### src/rtl/apb_uart_pkg.sv
// Shared definitions for the APB UART sequencer: 16550 register map,
// LSR bit positions and the state encodings of both FSMs.
package apb_uart_pkg;

  // Register indices; byte address is BASE_ADDR + (index << 2).
  localparam logic [2:0] REG_RBR = 3'd0;
  localparam logic [2:0] REG_THR = 3'd0;
  localparam logic [2:0] REG_DLL = 3'd0;
  localparam logic [2:0] REG_IER = 3'd1;
  localparam logic [2:0] REG_DLM = 3'd1;
  localparam logic [2:0] REG_IIR = 3'd2;
  localparam logic [2:0] REG_FCR = 3'd2;
  localparam logic [2:0] REG_LCR = 3'd3;
  localparam logic [2:0] REG_MCR = 3'd4;
  localparam logic [2:0] REG_LSR = 3'd5;
  localparam logic [2:0] REG_MSR = 3'd6;
  localparam logic [2:0] REG_SCR = 3'd7;

  // Line status bits used by the poll loop.
  localparam int LSR_DR   = 0;
  localparam int LSR_THRE = 5;

  // Index of the last write in the init sequence (six writes, 0..5).
  localparam logic [2:0] INIT_LAST = 3'd5;

  typedef enum logic [2:0] {
    ST_IDLE,
    ST_INIT,
    ST_POLL_LSR,
    ST_RD_RBR,
    ST_WR_THR,
    ST_HALT
  } main_state_e;

  typedef enum logic [1:0] {
    APB_IDLE,
    APB_SETUP,
    APB_ACCESS
  } apb_state_e;

  // One step of the init sequence: which register and what byte.
  typedef struct packed {
    logic [2:0] reg_idx;
    logic [7:0] data;
  } init_op_t;

endpackage

### src/rtl/apb_uart_master_if.sv
// APB3 SETUP/ACCESS engine. A one-cycle req pulse while idle launches a
// transfer; address, direction and write data are latched at that point
// and held on the bus until the slave answers with pready. done, rdata and
// slverr are valid only in the completing ACCESS cycle.
//
// Handshake: req is a single-cycle pulse that is only issued while the
// engine is idle; done is high for exactly the cycle in which pready=1
// closes the ACCESS phase, and the engine is idle again the next cycle.
module apb_uart_master_if
  import apb_uart_pkg::*;
#(
  parameter int ADDR_WIDTH = 12,
  parameter int DATA_WIDTH = 32
) (
  input  logic                  clk,
  input  logic                  rst,
  input  logic                  req,
  input  logic                  we,
  input  logic [ADDR_WIDTH-1:0] addr,
  input  logic [DATA_WIDTH-1:0] wdata,
  output logic                  done,
  output logic [DATA_WIDTH-1:0] rdata,
  output logic                  slverr,
  output logic [ADDR_WIDTH-1:0] paddr,
  output logic                  pselx,
  output logic                  penable,
  output logic                  pwrite,
  output logic [DATA_WIDTH-1:0] pwdata,
  input  logic [DATA_WIDTH-1:0] prdata,
  input  logic                  pready,
  input  logic                  pslverr
);

  apb_state_e            state_q, state_d;
  logic [ADDR_WIDTH-1:0] addr_q, addr_d;
  logic                  we_q, we_d;
  logic [DATA_WIDTH-1:0] wdata_q, wdata_d;

  // Next-state and launch-time capture of the transfer attributes.
  always_comb begin
    state_d = state_q;
    addr_d  = addr_q;
    we_d    = we_q;
    wdata_d = wdata_q;
    case (state_q)
      APB_IDLE: begin
        if (req) begin
          state_d = APB_SETUP;
          addr_d  = addr;
          we_d    = we;
          wdata_d = wdata;
        end
      end
      APB_SETUP:  state_d = APB_ACCESS;
      APB_ACCESS: if (pready) state_d = APB_IDLE;
      default:    state_d = APB_IDLE;
    endcase
  end

  // State and bus attribute registers; reset drops the bus immediately.
  always_ff @(posedge clk or posedge rst) begin
    if (rst) begin
      state_q <= APB_IDLE;
      addr_q  <= '0;
      we_q    <= 1'b0;
      wdata_q <= '0;
    end else begin
      state_q <= state_d;
      addr_q  <= addr_d;
      we_q    <= we_d;
      wdata_q <= wdata_d;
    end
  end

  assign pselx   = (state_q != APB_IDLE);
  assign penable = (state_q == APB_ACCESS);
  assign paddr   = addr_q;
  assign pwrite  = we_q;
  assign pwdata  = wdata_q;

  assign done    = (state_q == APB_ACCESS) && pready;
  assign rdata   = prdata;
  assign slverr  = done && pslverr;

endmodule

### src/rtl/apb_uart_ctrl.sv
// Sequencer for a 16550-style APB UART: runs the six-write init sequence,
// then polls LSR forever, reading RBR into a one-byte holding register and
// writing bytes from the tx stream into THR.
//
// Stream handshakes: a byte moves when valid && ready are both high at a
// clock edge. tx_ready is only raised in the cycle after an LSR read
// completes (the decision cycle) and tx_data is sampled only then.
// rx_valid holds until the consumer raises rx_ready.
module apb_uart_ctrl
  import apb_uart_pkg::*;
#(
  parameter int                    ADDR_WIDTH = 12,
  parameter int                    DATA_WIDTH = 32,
  parameter logic [ADDR_WIDTH-1:0] BASE_ADDR  = 12'h000,
  parameter logic [15:0]           DIVISOR    = 16'd27,
  parameter logic [7:0]            LCR_VAL    = 8'h03,
  parameter logic [7:0]            FCR_VAL    = 8'h07,
  parameter logic [7:0]            IER_VAL    = 8'h00
) (
  input  logic                  pclk,
  input  logic                  preset,
  input  logic                  cfg_start,
  output logic                  init_done,
  output logic                  err,
  input  logic                  tx_valid,
  input  logic [7:0]            tx_data,
  output logic                  tx_ready,
  output logic                  rx_valid,
  output logic [7:0]            rx_data,
  input  logic                  rx_ready,
  output logic [ADDR_WIDTH-1:0] paddr,
  output logic                  pselx,
  output logic                  penable,
  output logic                  pwrite,
  output logic [DATA_WIDTH-1:0] pwdata,
  input  logic [DATA_WIDTH-1:0] prdata,
  input  logic                  pready,
  input  logic                  pslverr
);

  // Init sequence table: DLAB on, divisor low/high, DLAB off, FIFO, IER.
  function automatic init_op_t init_op(input logic [2:0] step);
    init_op_t op;
    case (step)
      3'd0:    op = '{reg_idx: REG_LCR, data: LCR_VAL | 8'h80};
      3'd1:    op = '{reg_idx: REG_DLL, data: DIVISOR[7:0]};
      3'd2:    op = '{reg_idx: REG_DLM, data: DIVISOR[15:8]};
      3'd3:    op = '{reg_idx: REG_LCR, data: LCR_VAL & 8'h7F};
      3'd4:    op = '{reg_idx: REG_FCR, data: FCR_VAL};
      default: op = '{reg_idx: REG_IER, data: IER_VAL};
    endcase
    return op;
  endfunction

  main_state_e state_q, state_d;
  logic [2:0]  step_q, step_d;
  logic        req_q, req_d;
  logic        we_q, we_d;
  logic [2:0]  reg_q, reg_d;
  logic [7:0]  wdata_q, wdata_d;
  logic        decide_q, decide_d;
  logic [7:0]  lsr_q, lsr_d;
  logic        rx_valid_q, rx_valid_d;
  logic [7:0]  rx_data_q, rx_data_d;
  logic        err_q, err_d;
  logic        init_done_q, init_done_d;
  init_op_t    op;

  logic                  xfer_done;
  logic [DATA_WIDTH-1:0] xfer_rdata;
  logic                  xfer_slverr;
  logic [ADDR_WIDTH-1:0] req_addr;
  logic [7:0]            rdata_unused;

  assign req_addr     = BASE_ADDR + ADDR_WIDTH'({reg_q, 2'b00});
  assign rdata_unused = xfer_rdata[7:0];

  // Main sequencing: init writes, LSR poll, RBR read / THR write decision.
  always_comb begin
    state_d     = state_q;
    step_d      = step_q;
    req_d       = 1'b0;
    we_d        = we_q;
    reg_d       = reg_q;
    wdata_d     = wdata_q;
    decide_d    = 1'b0;
    lsr_d       = lsr_q;
    rx_valid_d  = rx_valid_q;
    rx_data_d   = rx_data_q;
    err_d       = err_q;
    init_done_d = init_done_q;
    tx_ready    = 1'b0;
    op          = init_op(3'd0);

    if (rx_valid_q && rx_ready) rx_valid_d = 1'b0;

    case (state_q)
      ST_IDLE, ST_HALT: begin
        if (cfg_start) begin
          err_d       = 1'b0;
          init_done_d = 1'b0;
          step_d      = 3'd0;
          state_d     = ST_INIT;
          op          = init_op(3'd0);
          req_d       = 1'b1;
          we_d        = 1'b1;
          reg_d       = op.reg_idx;
          wdata_d     = op.data;
        end
      end
      ST_INIT: begin
        if (xfer_done) begin
          if (xfer_slverr) begin
            err_d       = 1'b1;
            init_done_d = 1'b0;
            state_d     = ST_HALT;
          end else if (step_q == INIT_LAST) begin
            init_done_d = 1'b1;
            state_d     = ST_POLL_LSR;
            req_d       = 1'b1;
            we_d        = 1'b0;
            reg_d       = REG_LSR;
            wdata_d     = 8'h00;
          end else begin
            step_d  = step_q + 3'd1;
            op      = init_op(step_q + 3'd1);
            req_d   = 1'b1;
            we_d    = 1'b1;
            reg_d   = op.reg_idx;
            wdata_d = op.data;
          end
        end
      end
      ST_POLL_LSR: begin
        if (xfer_done) begin
          if (xfer_slverr) begin
            err_d       = 1'b1;
            init_done_d = 1'b0;
            state_d     = ST_HALT;
          end else begin
            lsr_d    = xfer_rdata[7:0];
            decide_d = 1'b1;
          end
        end else if (decide_q) begin
          // RX wins over TX; a held rx byte blocks further RBR reads.
          if (lsr_q[LSR_DR] && !rx_valid_q) begin
            state_d = ST_RD_RBR;
            req_d   = 1'b1;
            we_d    = 1'b0;
            reg_d   = REG_RBR;
            wdata_d = 8'h00;
          end else if (lsr_q[LSR_THRE] && tx_valid) begin
            tx_ready = 1'b1;
            state_d  = ST_WR_THR;
            req_d    = 1'b1;
            we_d     = 1'b1;
            reg_d    = REG_THR;
            wdata_d  = tx_data;
          end else begin
            req_d   = 1'b1;
            we_d    = 1'b0;
            reg_d   = REG_LSR;
            wdata_d = 8'h00;
          end
        end
      end
      ST_RD_RBR, ST_WR_THR: begin
        if (xfer_done) begin
          if (xfer_slverr) begin
            err_d       = 1'b1;
            init_done_d = 1'b0;
            state_d     = ST_HALT;
          end else begin
            if (state_q == ST_RD_RBR) begin
              rx_data_d  = xfer_rdata[7:0];
              rx_valid_d = 1'b1;
            end
            state_d = ST_POLL_LSR;
            req_d   = 1'b1;
            we_d    = 1'b0;
            reg_d   = REG_LSR;
            wdata_d = 8'h00;
          end
        end
      end
      default: state_d = ST_IDLE;
    endcase
  end

  // Main FSM and its registered outputs.
  always_ff @(posedge pclk or posedge preset) begin
    if (preset) begin
      state_q     <= ST_IDLE;
      step_q      <= 3'd0;
      req_q       <= 1'b0;
      we_q        <= 1'b0;
      reg_q       <= 3'd0;
      wdata_q     <= 8'h00;
      decide_q    <= 1'b0;
      lsr_q       <= 8'h00;
      rx_valid_q  <= 1'b0;
      rx_data_q   <= 8'h00;
      err_q       <= 1'b0;
      init_done_q <= 1'b0;
    end else begin
      state_q     <= state_d;
      step_q      <= step_d;
      req_q       <= req_d;
      we_q        <= we_d;
      reg_q       <= reg_d;
      wdata_q     <= wdata_d;
      decide_q    <= decide_d;
      lsr_q       <= lsr_d;
      rx_valid_q  <= rx_valid_d;
      rx_data_q   <= rx_data_d;
      err_q       <= err_d;
      init_done_q <= init_done_d;
    end
  end

  assign init_done = init_done_q;
  assign err       = err_q;
  assign rx_valid  = rx_valid_q;
  assign rx_data   = rx_data_q;

  apb_uart_master_if #(
    .ADDR_WIDTH (ADDR_WIDTH),
    .DATA_WIDTH (DATA_WIDTH)
  ) u_master (
    .clk     (pclk),
    .rst     (preset),
    .req     (req_q),
    .we      (we_q),
    .addr    (req_addr),
    .wdata   ({{(DATA_WIDTH-8){1'b0}}, wdata_q}),
    .done    (xfer_done),
    .rdata   (xfer_rdata),
    .slverr  (xfer_slverr),
    .paddr   (paddr),
    .pselx   (pselx),
    .penable (penable),
    .pwrite  (pwrite),
    .pwdata  (pwdata),
    .prdata  (prdata),
    .pready  (pready),
    .pslverr (pslverr)
  );

endmodule

### config.mk
export PLATFORM = sky130hd
export DESIGN_NAME = apb_uart_ctrl
export DESIGN_NICKNAME = d
export VERILOG_FILES = /design/src/rtl/apb_uart_pkg.sv /design/src/rtl/apb_uart_master_if.sv /design/src/rtl/apb_uart_ctrl.sv
export SDC_FILE = /design/constraint.sdc
export NUM_CORES = 1
export LEC_CHECK = 0
export ABC_AREA = 1
export BUFFER_PORTS_ARGS = -buffer_cell sky130_fd_sc_hd__buf_2
export CORE_UTILIZATION = 40
export DETAILED_ROUTE_END_ITERATION = 8
export PLACE_DENSITY_LB_ADDON = 0.08
export RECOVER_POWER = 100
export SETUP_SLACK_MARGIN = 0.5
export SYNTH_ARGS = -nofsm -noshare
export SYNTH_HDL_FRONTEND = slang
export SYNTH_SLANG_ARGS = --single-unit
### constraint.sdc
create_clock -name pclk -period 1.7 [get_ports pclk]
set_clock_uncertainty 0.05 [all_clocks]
set_input_delay 0.17 -clock pclk [delete_from_list [all_inputs] [get_ports pclk]]
set_output_delay 0.17 -clock pclk [all_outputs]
set_load 0.1 [all_outputs]
### Word-level counts from Yosys, hierarchy flattened

Index checks and enable logic that the tools add are counted.

| word-level totals | value |
|---|---|
| flip-flop bits (word level) | 51 |
| input port bits | 47 |
| output and inout port bits | 59 |
| word-level logic and storage cells | 154 |

| cells by class | value |
|---|---|
| $add $sub $neg | 1 |
| equal/unequal tests | 29 |
| muxes and demuxes | 79 |
| bitwise logic cells | 1 |
| reduce and logical (&&, ||, !) cells | 28 |

Operators by type and width:

| operator | number |
|---|---|
| two-way mux 8 bit | 10 |
| two-way mux 3 bit | 25 |
| case mux 10 bit (4 select lines) | 1 |
| two-way mux 1 bit | 32 |
| case mux 8 bit (4 select lines) | 1 |
| case mux 3 bit (4 select lines) | 2 |
| inequality test 2 x 1 -> 1 bit (second input constant) | 7 |
| inequality test 2 bit (second input constant) | 7 |
| == test 3 bit (second input constant) | 4 |
| == test 3 x 2 -> 1 bit (second input constant) | 3 |
| AND reduction 4 bit | 2 |
| AND reduction 8 bit | 1 |
| AND reduction 7 bit | 1 |
| == test 3 x 1 -> 1 bit (second input constant) | 2 |
| logical NOT 3 bit | 2 |
| inequality test 3 x 2 -> 1 bit (second input constant) | 2 |
| case mux 1 bit (3 select lines) | 2 |
| case mux 2 bit (3 select lines) | 1 |
| case mux 3 bit (2 select lines) | 1 |
| AND reduction 6 bit | 1 |
| nonzero test 2 bit | 3 |
| OR reduction 3 bit | 2 |
| logical AND 1 bit | 5 |
| AND reduction 5 bit | 1 |
| other kinds (17) | 20 |

### Longest topological paths before layout

| depth | value |
|---|---|
| depth in word-level cells | 7 |
| gate-level depth with buffers | 10 |

### Modules after synthesis

From an unflattened synthesis, not the netlist that was laid out.

| unflattened totals | value |
|---|---|
| cells, all modules | 487 |
| area, all modules | 4103.9 um^2 |

By module, submodules not included:

| module | times used | cells each | area each (um^2) | seq. area each (um^2) |
|---|---|---|---|---|
| apb_uart_master_if | 1 | 242 | 2144.6 | 1176.1 |
| apb_uart_ctrl | 1 | 245 | 1959.4 | 825.8 |

### Worst setup path before layout

OpenSTA, ideal clock, no wires.

| timing | value |
|---|---|
| kind | register to output |
| start point | register rx_valid_q (netlist: rx_valid) |
| end point | output port tx_ready |
| data arrival time | 2.487 ns |
| required time | 1.480 ns |
| slack | -1.007 ns |
| stages on the path, launching flop included | 5 |
| buffers on the path | 0 |
| cell sequence | dfrtp_1 inv_1 nand2_1 nand2_1 nor2_1 |

| on the way | value |
|---|---|
| cells in the longest elaborated chain, start to end | 6 |

RTL lines:

| item | line | RTL |
|---|---|---|
| from (decl) | apb_uart_ctrl.sv:63 | `logic rx_valid_q, rx_valid_d;` |
| from (signal assigned) | apb_uart_ctrl.sv:214 | `rx_valid_q <= rx_valid_d;` |
| logical NOT 1 bit | apb_uart_ctrl.sv:146 | `if (lsr_q[LSR_DR] && !rx_valid_q) begin` |
| logical AND 1 bit | apb_uart_ctrl.sv:146 |  |
| two-way mux 1 bit | apb_uart_ctrl.sv:146 |  |
| two-way mux 1 bit | apb_uart_ctrl.sv:144 | `end else if (decide_q) begin` |
| two-way mux 1 bit | apb_uart_ctrl.sv:135 | `if (xfer_done) begin` |
| two-way mux 1 bit | apb_uart_ctrl.sv:97 | `case (state_q)` |
| to (decl) | apb_uart_ctrl.sv:27 | `output logic tx_ready,` |

No other way between the ends.

### Worst setup path after layout

| timing | value |
|---|---|
| start point | register state_q[2] |
| end point | output port tx_ready |

| on the way | value |
|---|---|
| cells in the longest elaborated chain, start to end | 2 |

RTL lines:

| item | line | RTL |
|---|---|---|
| from (decl) | apb_uart_ctrl.sv:55 | `main_state_e state_q, state_d;` |
| from (signal assigned) | apb_uart_ctrl.sv:206 | `state_q <= state_d;` |
| == test 3 x 2 -> 1 bit | apb_uart_ctrl.sv:97 |  |
| two-way mux 1 bit | apb_uart_ctrl.sv:97 |  |

No other way between the ends.

==> results_dict.tcl <==
set metrics [dict create \
    antenna_left 0 \
    initial_core_util 0.426 \
    antenna_found_initial 0 \
    synthCells 341 \
    ios 106 \
    fin_hold_ws_ps 35.8 \
    die_y_um 85.1 \
    max_freq_ghz 0.624 \
    p_clk_frac 0.106 \
    cts_tree "done" \
    avgSynthCellArea_um2 8.11 \
    first_pass_iters 4 \
    track_usage 0.183 \
    crit_fanout 2 \
    async_flop_share 1.00 \
    grt_max_degree 28 \
    start_kind "flop" \
    dieArea_um2 7250 \
    gr-total-overflow 0 \
    max_slew_margin 0.347 \
    tightest_slew_ps 974 \
    hpwl_um 4090 \
    diodes 0 \
    finalSetupViolCount 0 \
    drc 0 \
    run_status "finished, final reports clean" \
    arrival_ps 1380 \
    vias 2331 \
    swShare 0.550 \
    synth-edff-count 0 \
    power_frac_seq 0.225 \
    grt_pass1_wl_um 10500 \
    netlist_area_um2 2770 \
    p_per_area_nw_per_um2 2100 \
    portBuffers 48 \
    dp_cells 465 \
    path_cells "inv_2 -> nand2_4 -> nor2_8 -> nand3_4 -> nor2_4 -> buf_6" \
    rsz0062_at_grt "yes" \
    yosys_warnings 0 \
    nets 487 \
    detail_route.wl_per_cell_um 12.6 \
    p_leak_nw 1.96 \
    final_cells 513 \
    clock_path_buffers 2 \
    r2r_slack_ps 100 \
    syn_to_final_growth_pct 36.2 \
    pwr-share-comb 0.669 \
    hold_path_class "in -> reg" \
    drt_iter0_markers 71 \
    report.final.hold_viol_count 0 \
    cts_made_buffers 5 \
    final_cell_mix "86 x nand2_1, 34 x inv_1, 33 x conb_1, 30 x dfrtp_1, 27 x clkbuf_2" \
    internal_power_w 0.00356 \
    clkLatencyLatePin_ps 300 \
    ir_worst_vdd_mv 1.08 \
    worstSetupPathType "reg -> out" \
    layout_commonest_cell "nand2_1" \
    clkSinkCount 47 \
    core_area_um2 6490 \
    path_buf_inv 2 \
    wirelength_um 6480 \
    slowest_delay_ps 410 \
    required_ps 1480 \
    gp_congestion 0.829 \
    drive_gt1_frac 0.438 \
    cpLargestDelayFamily "flip-flops" \
    ys_ff_latch 47 \
    drv_cap 0 \
    synthFlopType "dfrtp_1" \
    cts-htree-levels 2 \
    cp_slowest_cell "dfrtp_1" \
    synth-seq-area-share 0.425 \
    switchingPower_w 0.00435 \
    dpl_cell_area_um2 3080 \
    via_per_inst 4.54 \
    row_count 29 \
    report.final.slew_viol_count 0 \
    clk_transition_reported_paths_ps 90 \
    period_share 0.943 \
    grt_pass1_vias 2231 \
    fillers 618 \
    cp-end-kind "output port" \
    yosysUniqueCellTypes 26 \
    die_x_um 85.1 \
    min_period_ps 1600 \
    tns_ps 0 \
    clock-root-buffer "clkbuf_8" \
    finalInstanceArea_um2 3770 \
]
[cell type report]
type	instances	area (um2)	share of cell area
inverters	42	170	0.0452
clock buffers	6	72.6	0.0193
flip-flops and latches	47	1200	0.318
well taps	77	96.3	0.0256
multi-input cells	247	1490	0.396
clock inverters	2	37.5	0.00996
repair buffers	92	701	0.186
[power by group through the flow]
stage / registers (W) / logic (W) / clock network (W)
global route: 0.00183 / 0.00565 / 0.000904
floorplan: 0.00304 / 0.00228 / 0
CTS: 0.00179 / 0.00540 / 0.000858
detailed placement: 0.00179 / 0.00414 / 0
finish: 0.00178 / 0.00529 / 0.000837
global placement: 0.00178 / 0.00412 / 0
[per-stage QoR]
step	power (W)	util	worst slack, ps
2_1_floorplan	0.00533	-	152
3_3_place_gp	0.00590	0.474	147
3_5_place_dp	0.00593	0.474	145
4_1_cts	0.00805	0.585	120
5_1_grt	0.00838	0.580	29.0
6_report	0.00791	0.580	96.9
[synthesized netlist by cell type, types with 3 or more instances]
library cell | n | share of area
nand2_1 | 105 | 0.14
dfrtp_1 | 47 | 0.43
inv_1 | 38 | 0.052
buf_4 | 33 | 0.090
nor2_1 | 22 | 0.030
o21ai_0 | 22 | 0.040
nand3_1 | 10 | 0.018
o21ai_2 | 10 | 0.032
o21ai_1 | 8 | 0.014
ha_1 | 5 | 0.023
nand2_2 | 5 | 0.011
nand3_2 | 5 | 0.018
buf_6 | 4 | 0.016
nand3_4 | 4 | 0.025
nand4_1 | 4 | 0.0090
inv_2 | 3 | 0.0041
[metal layers]
layer / share of wire / global-route usage
met5: 0 / 0
met4: 0.0096 / 0.0385
met3: 0.044 / 0.0340
met2: 0.50 / 0.319
met1: 0.45 / 0.238
[sequential cells by signal, indices dropped and copies added (netlist names), 2 cells and up]
name	count
lsr_q	2
reg_q	3
rx_data	8
state_q	3
step_q	3
u_master.paddr	3
u_master.pwdata	8
u_master.state_q	2
wdata_q	8
[worst register-to-register path, cell delays in order (launching register included)]
cell and delay (ps):
dfrtp_1 400, inv_1 120, clkbuf_4 140, nand4_1 190, nand2_1 210, nor2_4 60, nor2_4 120, nand2_1 100
nand2_1 70, nand2_1 50
[kinds of logic (layout without fill, tap and decap cells)]
| kind of cell | count (synthesis) | count (layout) | share of synthesized area |
|---|---|---|---|
| AOI/OAI and AO/OA | 43 | 43 | 0.0932 |
| adders and majority gates | 5 | 5 | 0.0226 |
| buffers and inverters | 81 | 142 | 0.167 |
| DFF | 47 | 47 | 0.425 |
| other | 1 | 33 | 0.00136 |
| and+or+nand+nor | 164 | 166 | 0.291 |
[what timing repair did]
item | in CTS | in global routing
setup endpoints to repair | 71 | 65
hold buffers | 2 | 0
pin swaps | 10 | 21
endpoints found under the hold margin | 21 | 0
buffers inserted | 24 | 8
cloned | 5 | 1
gates resized for setup | 99 | 58
[path summary, 6_finish.rpt]
kind	end	startpoint	cells after the start
worst max-delay path	tx_ready	state_q[2]$_DFFE_PP0P_	6
min in group asynchronous	wdata_q[3]$_DFFE_PP0P_	preset	3
worst max register to register	state_q[1]$_DFFE_PP0P_	u_master.state_q[0]$_DFFE_PP0P_	9
worst min register to register	init_done$_DFFE_PP0P_	init_done$_DFFE_PP0P_	2
max in group asynchronous	u_master.pwdata[2]$_DFFE_PP0P_	preset	4
worst min-delay path	rx_data[2]$_DFFE_PP0P_	prdata[2]	3
No activity file was read; power rests on OpenSTA's default activity.
